## src/rtl/iso14443_2a_tx.sv

```systemverilog
// ISO/IEC 14443-2 Type A PICC->PCD transmitter.
// Encodes a bit stream into Manchester-coded subcarrier load modulation.
// The frame is SOF (sequence D), one bit period per data bit (D for 1,
// E for 0) and EOF (sequence F, no modulation).
//
// Bit handshake with the frame encoder: in_data_valid/in_data are sampled
// only in IDLE and on the last cycle of each bit period (the boundary).
// A boundary that sees in_data_valid=1 consumes in_data. in_req pulses
// for one cycle right after that boundary, telling the encoder to present
// its next bit (or to drop in_data_valid) before the following boundary.
// A boundary that sees in_data_valid=0 ends the frame with EOF.
module iso14443_2a_tx #(
    parameter int SC_HALF = 8
) (
    input  logic       clk,
    input  logic       rst,
    input  logic       in_data,
    input  logic       in_data_valid,
    output logic       in_req,
    output logic       lm_out,
    output logic       busy,
    output logic       done,
    output logic [1:0] fsm_state
);

    localparam int BIT_PERIOD = 16 * SC_HALF;
    localparam int CW         = $clog2(BIT_PERIOD);

    typedef enum logic [1:0] {
        IDLE = 2'd0,
        SOF  = 2'd1,
        DATA = 2'd2,
        EOF  = 2'd3
    } state_t;

    state_t        state;
    logic [CW-1:0] cnt;
    logic          cur_bit;
    logic          boundary;
    logic          sc_on;
    logic          first_half;
    logic          pattern;

    assign fsm_state = state;
    assign boundary  = (cnt == CW'(BIT_PERIOD - 1));

    // Modulation pattern for the current state, position and latched bit.
    always_comb begin
        sc_on      = (int'(cnt) % (2 * SC_HALF)) < SC_HALF;
        first_half = int'(cnt) < (BIT_PERIOD / 2);
        pattern    = 1'b0;
        case (state)
            SOF:     pattern = first_half & sc_on;
            DATA:    pattern = cur_bit ? (first_half & sc_on)
                                       : (~first_half & sc_on);
            default: pattern = 1'b0;
        endcase
    end

    // Frame sequencer with bit-period counter and registered outputs.
    always_ff @(posedge clk) begin
        if (rst) begin
            state   <= IDLE;
            cnt     <= '0;
            cur_bit <= 1'b0;
            lm_out  <= 1'b0;
            in_req  <= 1'b0;
            busy    <= 1'b0;
            done    <= 1'b0;
        end else begin
            in_req <= 1'b0;
            done   <= 1'b0;
            lm_out <= pattern;
            case (state)
                IDLE: begin
                    cnt <= '0;
                    if (in_data_valid) begin
                        state <= SOF;
                        busy  <= 1'b1;
                    end else begin
                        busy  <= 1'b0;
                    end
                end
                SOF, DATA: begin
                    cnt <= boundary ? '0 : cnt + 1'b1;
                    if (boundary) begin
                        if (in_data_valid) begin
                            cur_bit <= in_data;
                            in_req  <= 1'b1;
                            state   <= DATA;
                        end else begin
                            state   <= EOF;
                        end
                    end
                end
                EOF: begin
                    cnt <= boundary ? '0 : cnt + 1'b1;
                    if (boundary) begin
                        done  <= 1'b1;
                        busy  <= 1'b0;
                        state <= IDLE;
                    end
                end
                default: begin
                    state <= IDLE;
                    cnt   <= '0;
                    busy  <= 1'b0;
                end
            endcase
        end
    end

endmodule
```

## config.mk

```make
export PLATFORM = sky130hd
export DESIGN_NAME = iso14443_2a_tx
export DESIGN_NICKNAME = d
export VERILOG_FILES = /design/src/rtl/iso14443_2a_tx.sv
export SDC_FILE = /design/constraint.sdc
export NUM_CORES = 1
export LEC_CHECK = 0
export CAP_MARGIN = 20
export CORE_MARGIN = 5
export CORE_UTILIZATION = 50
export DETAILED_ROUTE_END_ITERATION = 16
export MAX_ROUTING_LAYER = met4
export PLACE_DENSITY = 0.75
export SYNTH_ARGS = -nofsm -noshare
export SYNTH_HDL_FRONTEND = slang
export SYNTH_SLANG_ARGS = --single-unit
```

## constraint.sdc

```tcl
create_clock -name clk -period 1.5 [get_ports clk]
set_input_delay 0.45 -clock clk [delete_from_list [all_inputs] [get_ports clk]]
set_output_delay 0.45 -clock clk [all_outputs]
set_load 0.05 [all_outputs]
```

---- After elaboration in Yosys (flattened, before gate mapping) ----
Cells that the tools add are included.
operators by class
  $add $sub $neg .......................... 1
  div/mod/pow operators ................... 0
  magnitude comparators ................... 2
  shift-type cells ........................ 0
  multipliers ............................. 0
  bitwise logic cells ..................... 6
  multiplexer cells ....................... 13
  equality and inequality tests ........... 7
  reductions and logical operators ........ 9
operator list
  cell                 count
  $pmux 7 s2           1
  $add 7x1->7 const B  1
  $eq 7x7->1 const B   1
  $lt 7x7->1 const B   1
  $mux 7               1
  $mux 2               3
  $ne 2x2->1 const B   3
  $pmux 2 s3           1
  $reduce_and 3->1     2
  $reduce_or 3->1      2
  $mux 1               5
  $eq 2x2->1 const B   2
  $lt 4x4->1 const B   1
  $not 1->1            4
  $pmux 1 s2           2
  $reduce_or 2->1      2
  $and 1x1->1          2
  $eq 2x1->1 const B   1
  $logic_not 2->1      1
  $reduce_and 2->1     1
  $reduce_bool 2->1    1
word-level totals
  bits in latches ......................... 0
  memory bits (read-only) ................. 0
  bits in writable memories ............... 0
  memories kept ........................... 0
  bits of input ports ..................... 4
  output and inout bits ................... 6
  word-level logic and storage cells ...... 45
  flip-flop bits (word level) ............. 14

---- Logic depth before layout (Yosys ltp) ----
Gate-level depths: netlist of the first run.
  depth in word-level cells ............... 5
  mapped depth ............................ 6
  depth with buffers taken out ............ 6

---- Worst setup path before layout of the first run ----
OpenSTA, ideal clock, no wires.
  path kind ............................... reg-to-reg
  from .................................... register state[1], in the netlist fsm_state[1]
  to ...................................... register cur_bit
  path buffers ............................ 0
  library setup time ...................... 0.130 ns
  required time ........................... 1.370 ns
  stages on the path, launching flop included .. 7
  slack ................................... -0.288 ns
  period minus slack after synthesis ...... 1.788 ns
  arrival time ............................ 1.658 ns
  path through ............................ dfxtp_1 > inv_1 > ha_1 > nand2_1 > nor3_1 > mux2i_1 > nor2_1
on the way
  cells in the longest elaborated chain, start to end .. 3
  elaborated cells between the ends (all ways) .. 4
  classes of those cells .................. eq/ne: 2; reduce/logical: 2
ends and longest elaborated chain
  what                                      line  source
  start, declared                           36    state_t state;
  start signal, assigned                    63    state <= IDLE;
  start signal, assigned                    78    state <= SOF;
  start signal, assigned                    90    state <= DATA;
  $eq 2x1->1 or $eq 2x2->1 (tied branches)  74    case (state)
  $reduce_or 2->1 *                         74
  $reduce_and 3->1 (no line) *              -
  end signal, assigned                      88    cur_bit <= in_data;
  end, declared                             38    logic cur_bit;
Mark *: on every way between the ends. The rest lies on a longest branch, timed or not.
A chain may end at the register's enable or synchronous reset.

---- Final worst setup path of the first run ----
Same ends and word-level chain as after synthesis.

==> results of run 1 <==
[cells in the mapped netlist (2+ instances only)]
cell | number | area (um^2)
nor2_1 | 9 | 33.78
nor3_1 | 4 | 20.02
a21oi_1 | 4 | 20.02
nand2b_1 | 2 | 12.51
ha_1 | 5 | 62.56
inv_1 | 3 | 11.26
nand3_1 | 6 | 30.03
mux2i_1 | 2 | 20.02
nand2_1 | 5 | 18.77
and3_1 | 2 | 12.51
xor2_1 | 2 | 17.52
dfxtp_1 | 14 | 280.3
xnor2_1 | 3 | 26.28
[path summary, 6_finish.rpt]
kind	slack [ns]	to	from	cells past startpoint
max	0.12	cur_bit$_SDFFE_PP0P_	fsm_state[1]$_SDFFE_PP0P_	6
min	0.46	cnt[0]$_SDFF_PP0_	cnt[0]$_SDFF_PP0_	1
max reg2reg	0.12	cur_bit$_SDFFE_PP0P_	fsm_state[1]$_SDFFE_PP0P_	6
min reg2reg	0.46	cnt[0]$_SDFF_PP0_	cnt[0]$_SDFF_PP0_	1
[flip-flops by register name (all words and copies together) (netlist names)]
name and flops:
busy 1, in_req 1, cur_bit 1, done 1
cnt 7, lm_out 1, fsm_state 2
[layout make-up]
type / count / area share (%)
Clock buffer: 4 / 2.925
Multi-Input combinational cell: 54 / 39.97
Tap cell: 15 / 2.089
Inverter: 3 / 1.253
Timing Repair Buffer: 15 / 21.73
Sequential cell: 14 / 32.03
[power breakdown]
part	switching, W	internal [W]
clock	0.000120	0.000103
sequential	0.0000123	0.000390
combinational	0.000140	0.000118
total	0.000272	0.000611
[routing by layer]
metal | global-route usage, % | vias up
met5 | - | -
met4 | 14.20 | 0
met3 | 2.734 | 8
met2 | 27.47 | 16
met1 | 19.11 | 270
li1 | - | 283
[worst max-delay path: stages (launching register included)]
cell	delay [ns]
dfxtp_4	0.35
inv_1	0.06
ha_1	0.34
nand2_1	0.10
nor3_2	0.15
mux2i_1	0.21
nor2_1	0.06
[metrics by stage]
stage	power [W]	hold slack, ns	util [%]
2_1_floorplan	0.0005462	0.4131	-
3_3_place_gp	0.0006583	0.4258	68.34
3_5_place_dp	0.0006643	0.4405	68.34
4_1_cts	0.0008903	0.4534	70.41
5_1_grt	0.0009303	0.5101	70.81
6_report	0.0008835	0.4558	70.81
[cells by family (layout without fill, tap and decap cells)]
| kind of cell | Yosys count | count (layout) | synth area share (%) |
|---|---|---|---|
| flip-flops | 14 | 14 | 42.42 |
| XOR/XNOR | 5 | 5 | 6.630 |
| multiplexers | 2 | 2 | 3.030 |
| buffers and inverters | 5 | 22 | 3.976 |
| AO/OA/AOI/OAI | 8 | 8 | 7.198 |
| AND/OR/NAND/NOR | 34 | 34 | 27.27 |
| adder cells (fa/ha/maj) | 5 | 5 | 9.470 |
[layout by cell type, fill, tap and decap left out, types with 3 or more instances in the layout]
master,n
dfxtp_1,12
nor2_1,9
nand3_1,6
buf_12,6
buf_4,6
nand2_1,5
ha_1,5
a21oi_1,4
inv_1,3
xnor2_1,3
nor3_1,3
clkbuf_4,3
clkdlybuf4s50_1,3
==> run metrics, run 1 <==
Fmax=726.0 MHz; max-cap viol count=0; # resized after CTS=0; setup bufs post-CTS=0; # fillers=approximately 100; footprint of the multi-input gates=359.1 um^2; Top Metal Used=met4; mean routed wirelength per cell=around 14 um; crit end category=flop; Required @ worst endpoint=~1.7 ns; setup violators final=0; CTS tree=done; Post-Synthesis Cell Area=about 660 um^2; met2 WL=approximately 700 um; post-synthesis sequential area ratio=between 40% and 50%; clock latency on the worst-skew pair=~0.28 ns; DP Wirelength=around 1100 um; largest net degree at the start of global routing=10; CP arrival=1.54 ns; main flop type after synthesis=dfxtp_1; fin crit share=91.83%; starting density of the core=about 52%; Antenna Nets Post-Route=0; routed wire length=1458 um; Final TNS setup=0 ns; Num CTS Buffers=3; root buf cell=clkbuf_4; # hold bufs at CTS=0; Met1 Wirelength=637 um; WS Path Type=flop to flop; Layout area overhead=35.98%; Final min period=about 1.4 ns; drt first pass iters=4; Placement Rows=13; crit-path max FO=4; Reg area=287.8 um^2; clk slew on worst S/H paths=0.09 ns; worst slack at placement=-0.1183 ns; via count=between 500 and 600; synth unique cells=25; number of synthesized register bits=14; PD cells=between 900 and 1000 nW/um^2; Slew @ Worst Pin=approximately 0.32 ns; initial antenna violation count=0; DR vias/cell=5.495; CTS H-tree depth=1; final instance area=between 800 and 900 um^2; setup slack after layout=0.1226 ns; synthesized instance count=73; outcome=finished clean; DRC Markers=0; first-pass GRT wire length=2511 um; Layout Nets=100; I/O Buffers=9; wire length on met3=49 um; routability-driven placement congestion ratio=about 0.77; slew margin rel.=between 70% and 80%; Peak VDD IR=594.4 uV; Die Y=46.35 um; Mapped Nets=82; Post-DP Area=867.1 um^2; Mapped Avg Cell Area=around 9.0 um^2; Slew Viols, Final=0; CTS Buffer Depth=2; Inst Count DP=around 100; I/O pin count=10; share of cells above drive strength 1=approximately 24%; RSZ-0062 raised after global routing=no; Worst setup SP type=flop; drt initial violations=12; Die Area=about 2100 um^2; total of warnings raised by yosys=0; gr ovfl total=0; Post-synth EDFFs=0; Setup Skew=0.007673 ns; Async SR Flop Fraction=0%; Leak=~0.35 nW; Die Width=about 46 um; vias in the first global route=approximately 590; global-route usage over all layers=about 17%; Min-Delay Path Class=flop to flop; Final Instance Count excl. Fillers=around 110; Final Hold Fails=0; ANT cells=0; total clock sinks=14; total core area=between 1000 and 1500 um^2
No activity file was read; power rests on OpenSTA's default activity.
==> run 2, diff against run 1 <==
--- a/config.mk
+++ b/config.mk
@@ -7,10 +7,9 @@
 export LEC_CHECK = 0
 export CAP_MARGIN = 20
 export CORE_MARGIN = 5
-export CORE_UTILIZATION = 50
+export CORE_UTILIZATION = 30
 export DETAILED_ROUTE_END_ITERATION = 16
 export MAX_ROUTING_LAYER = met4
-export PLACE_DENSITY = 0.75
 export SYNTH_ARGS = -nofsm -noshare
 export SYNTH_HDL_FRONTEND = slang
 export SYNTH_SLANG_ARGS = --single-unit
==> run metrics, run 2 (same netlist as run 1, synthesis figures left out) <==
CTS H-tree depth=1; Min-Delay Path Class=flop to flop; vias in the first global route=between 500 and 600; clock latency on the worst-skew pair=approximately 0.27 ns; Seq pwr share=about 48%; largest net degree at the start of global routing=10; crit-path max cell delay=0.38 ns; commonest non-fill, non-tap cells in the layout=dfxtp_1 (12), nor2_1 (9), nand3_1 (6), buf_12 (6), nand2_1 (5); crit path launch=fsm_state[1]$_SDFFE_PP0P_; Final min period=about 1.4 ns; WS Path Type=flop to flop; most flop-heavy register=cnt; Layout area overhead=36.17%; Layout Nets=between 90 and 100; root buf cell=clkbuf_4; DP Wirelength=953.8 um; DRC Markers=0; Final Hold Fails=0; crit-path max FO=5; Power Total=between 0.0008 and 0.0009 W; Slowest cell on crit path=dfxtp_4; I/O Buffers=9; Gate power share=between 20% and 30%; total core area=between 2000 and 2500 um^2; Worst R2R Start=fsm_state[1]$_SDFFE_PP0P_; drt initial violations=5; total clock sinks=14; Final Instance Count excl. Fillers=115; gr ovfl total=0; setup bufs post-CTS=0; NetSw=0.0002561 W; Num CTS Buffers=3; I/O pin count=10; Int Pwr=~0.0006 W; Fmax=722.2 MHz; Worst setup SP type=flop; Inst Count DP=between 100 and 150; Die Width=roughly 57 um; clock share of power=between 20% and 30%; Placement Rows=17; routability-driven placement congestion ratio=0.8026; Die Area=between 3000 and 4000 um^2; CTS tree=done; CP Cell Sequence=inv_1 -> ha_4 -> nand2_1 -> nor3_1 -> mux2i_1 -> nor2_1; slew margin rel.=a little under 80%; routed wire length=between 1000 and 1500 um; CP arrival=around 1.5 ns; DR vias/cell=around 4.5; Peak VDD IR=519.7 uV; final instance area=approximately 900 um^2; initial antenna violation count=0; drt first pass iters=3; Post-DP Area=~860 um^2; share of cells above drive strength 1=between 20% and 30%; via count=between 500 and 600; Required @ worst endpoint=1.66 ns; ANT cells=0; Die Y=56.93 um; Antenna Nets Post-Route=0; starting density of the core=30.75%; Slew @ Worst Pin=roughly 0.33 ns; clk slew on worst S/H paths=about 0.08 ns; Net Sw Frac=around 30%; crit end category=flop; Largest register FFs=7; outcome=finished clean; Setup Skew=0.006915 ns; mean routed wirelength per cell=~11 um; fin crit share=approximately 90%; hold path start=cnt[0]$_SDFF_PP0_; RSZ-0062 raised after global routing=no; commonest non-fill, non-tap cell in the layout=dfxtp_1; max-cap viol count=0; CTS Buffer Depth=2; Leak=around 0.33 nW; setup violators final=0; PD cells=just under 1000 nW/um^2; Slew Viols, Final=0; global-route usage over all layers=under 10%; first-pass GRT wire length=2180 um
run 2: changes by cell type in the layout (fill, tap and decap cells not counted), sizes merged:
cell,change
buf,-3
run 2: power by group through the flow:
stage	combinational [W]	sequential, W	clock, W
global route	0.000260	0.000416	0.000241
floorplan	0.0000901	0.000456	0
CTS	0.000221	0.000413	0.000229
finish	0.000237	0.000412	0.000216
detailed placement	0.000220	0.000422	0
global placement	0.000220	0.000421	0
run 2: critical path: cells and delay by family, from the launching register on:
kind	cells	cell delay (ns)
flip-flops	1	0.38
AND/OR/NAND/NOR	3	0.30
multiplexers	1	0.21
adder cells (fa/ha/maj)	1	0.29
buffers and inverters	1	0.09
run 2: metal layers:
metal / global-route usage (%) / wire (um)
met1: 10.90 / 629
met2: 13.05 / 544
met5: - / 0
met3: 0.6897 / 24
met4: 7.947 / 34
run 2: layout make-up:
class | count | area (um^2)
Inverter | 3 | 11.26
Clock buffer | 4 | 26.28
Tap cell | 28 | 35.03
Multi-Input combinational cell | 54 | 366.6
Sequential cell | 14 | 287.8
Timing Repair Buffer | 12 | 172.7
Fill cell | 202 | 1249
run 2: path summary, 6_finish.rpt:
check,endpoint,slack [ns],cells past startpoint
worst max-delay path,cur_bit$_SDFFE_PP0P_,0.12,6
worst min-delay path,cnt[0]$_SDFF_PP0_,0.45,1
worst min register to register,cnt[0]$_SDFF_PP0_,0.45,1
worst max register to register,cur_bit$_SDFFE_PP0P_,0.12,6
run 2: repair_timing:
action                                  4_1_cts  5_1_grt
endpoints found under the setup margin        0        1
gates resized for setup                       0        1
endpoints found under the hold margin         0        0
hold buffers                                  0        0
run 2: through the flow:
stage / setup slack [ns] / TNS, ns / hold slack (ns) / util (%)
floorplan: 0.02092 / 0 / 0.4131 / -
global placement: -0.06735 / -0.07021 / 0.4301 / 40.07
detailed placement: -0.09406 / -0.09406 / 0.4367 / 40.07
CTS: 0.07382 / 0 / 0.4482 / 41.29
global route: 0.03022 / 0 / 0.4743 / 41.88
finish: 0.1153 / 0 / 0.4451 / 41.88
==> run 3, diff against run 2 <==
--- a/config.mk
+++ b/config.mk
@@ -10,6 +10,8 @@
 export CORE_UTILIZATION = 30
 export DETAILED_ROUTE_END_ITERATION = 16
 export MAX_ROUTING_LAYER = met4
+export RECOVER_POWER = 50
+export SLEW_MARGIN = 10
 export SYNTH_ARGS = -nofsm -noshare
 export SYNTH_HDL_FRONTEND = slang
 export SYNTH_SLANG_ARGS = --single-unit
==> run metrics, run 3 (same netlist as run 1, synthesis figures left out) <==
drt first pass iters=3; commonest non-fill, non-tap cell in the layout=dfxtp_1; Min-Delay Path Class=flop to flop; DR vias/cell=approximately 4.5; routability-driven placement congestion ratio=0.8026; Die Width=about 57 um; via count=around 500; PD cells=between 1000 and 1500 nW/um^2; R2R depth=6; drt initial violations=5; setup bufs post-CTS=0; # hold bufs at CTS=0; Leak=0.3195 nW; CP Cell Sequence=inv_1 -> ha_4 -> nand2_1 -> nor3_1 -> mux2i_1 -> nor2_1; Die Y=between 50 and 60 um; first-pass GRT wire length=2180 um; Peak VDD IR=roughly 510 uV; end point of the critical path=cur_bit$_SDFFE_PP0P_; Power Total=0.0008454 W; Layout Nets=97; crit end category=flop; most flop-heavy register=cnt; RSZ-0062 raised after global routing=no; Final min period=~1.4 ns; WS Path Type=flop to flop; CP arrival=approximately 1.5 ns; fin crit share=roughly 92%; clock latency on the worst-skew pair=approximately 0.27 ns; Required @ worst endpoint=roughly 1.7 ns; Inst Count DP=between 100 and 150; total core area=around 2100 um^2; starting density of the core=a little under a third; gr ovfl total=0; Num CTS Buffers=3; Die Area=3240 um^2; initial antenna violation count=0; Antenna Nets Post-Route=0; routed wire length=~1200 um; total clock sinks=14; commonest non-fill, non-tap cells in the layout=dfxtp_1 (12), nor2_1 (9), nand3_1 (6); reg-to-reg endpoint=cur_bit$_SDFFE_PP0P_; ANT cells=0; crit-path max FO=5; CTS tree=done; CTS H-tree depth=1; DP Wirelength=between 900 and 1000 um; Final TNS setup=0 ns; # resized after CTS=0; Final Instance Count excl. Fillers=115; I/O Buffers=9; Worst setup SP type=flop; Slew Viols, Final=0; Placement Rows=17; Worst R2R Start=fsm_state[1]$_SDFFE_PP0P_; Slew @ Worst Pin=between 0.3 and 0.4 ns; DRC Markers=0; CP delay by family, top=flip-flops; Layout area overhead=27.08%; Largest register FFs=7; # fillers=around 210; setup violators final=0; hold slack=0.4451 ns; Fmax=between 700 and 800 MHz; Setup Skew=roughly 0.0069 ns; global-route usage over all layers=about 9.0%; I/O pin count=10; r2r setup slk=roughly 0.12 ns; mean routed wirelength per cell=~11 um; largest net degree at the start of global routing=10; crit path launch=fsm_state[1]$_SDFFE_PP0P_; vias in the first global route=523; crit-path max cell delay=~0.38 ns; Final Hold Fails=0; max-cap viol count=0; Slowest cell on crit path=dfxtp_4; outcome=finished clean; CTS Buffer Depth=2; Buf+Inv Stages, Crit Path=1; fin util=between 30% and 40%; share of cells above drive strength 1=a little over a fifth; clk slew on worst S/H paths=approximately 0.080 ns; root buf cell=clkbuf_4; slew margin rel.=between 70% and 80%; Crit. path cell count=6
-- run 3: changes by cell type in the layout (fill, tap and decap cells not counted) --
| cell | before | now |
|---|---|---|
| buf_12 | 6 | 2 |
| buf_4 | 3 | 2 |
| clkbuf_2 | 0 | 4 |
| clkbuf_4 | 3 | 4 |
| clkdlybuf4s50_1 | 3 | 2 |
| dlygate4sd3_1 | 0 | 1 |
-- run 3: final cells by class --
class	instances	area, um^2	share of cell area (%)
timing repair buffer	12	112.6	13.41
clock buffer	4	26.28	3.130
sequential	14	287.8	34.28
multi-input combinational	54	366.6	43.67
tap	28	35.03	4.173
inverter	3	11.26	1.341
-- run 3: stage by stage --
step	setup slack (ns)	instance area, um^2
after CTS	0.07382	887.1
after global placement	-0.06735	860.8
final	0.1152	839.6
after floorplan	0.02092	668.1
after detailed placement	-0.09406	860.8
after global routing	0.03006	839.6
-- run 3: power breakdown --
group	switching [W]	leakage [nW]	internal (W)
registers	0.0000186	0.115	0.000391
clock network	0.000113	0.0150	0.000103
logic	0.000122	0.190	0.0000985
total	0.000253	0.320	0.000592
-- run 3: how the worst min path moves through the flow --
stage | startpoint | to | cells after the start
floorplan | cnt[0]$_SDFF_PP0_ | cnt[0]$_SDFF_PP0_ | 1
global placement | cnt[0]$_SDFF_PP0_ | cnt[0]$_SDFF_PP0_ | 1
detailed placement | cnt[0]$_SDFF_PP0_ | cnt[0]$_SDFF_PP0_ | 1
CTS | cnt[0]$_SDFF_PP0_ | cnt[0]$_SDFF_PP0_ | 1
global route | cnt[0]$_SDFF_PP0_ | cnt[0]$_SDFF_PP0_ | 1
finish | cnt[0]$_SDFF_PP0_ | cnt[0]$_SDFF_PP0_ | 1
-- run 3: metal layers --
metal | track usage, % | up-vias | share of wire [%]
li1 | - | 276 | -
met1 | 10.90 | 230 | 52
met2 | 13.05 | 7 | 44
met3 | 0.6897 | 2 | 1.5
met4 | 7.947 | 0 | 2.7
met5 | - | - | 0
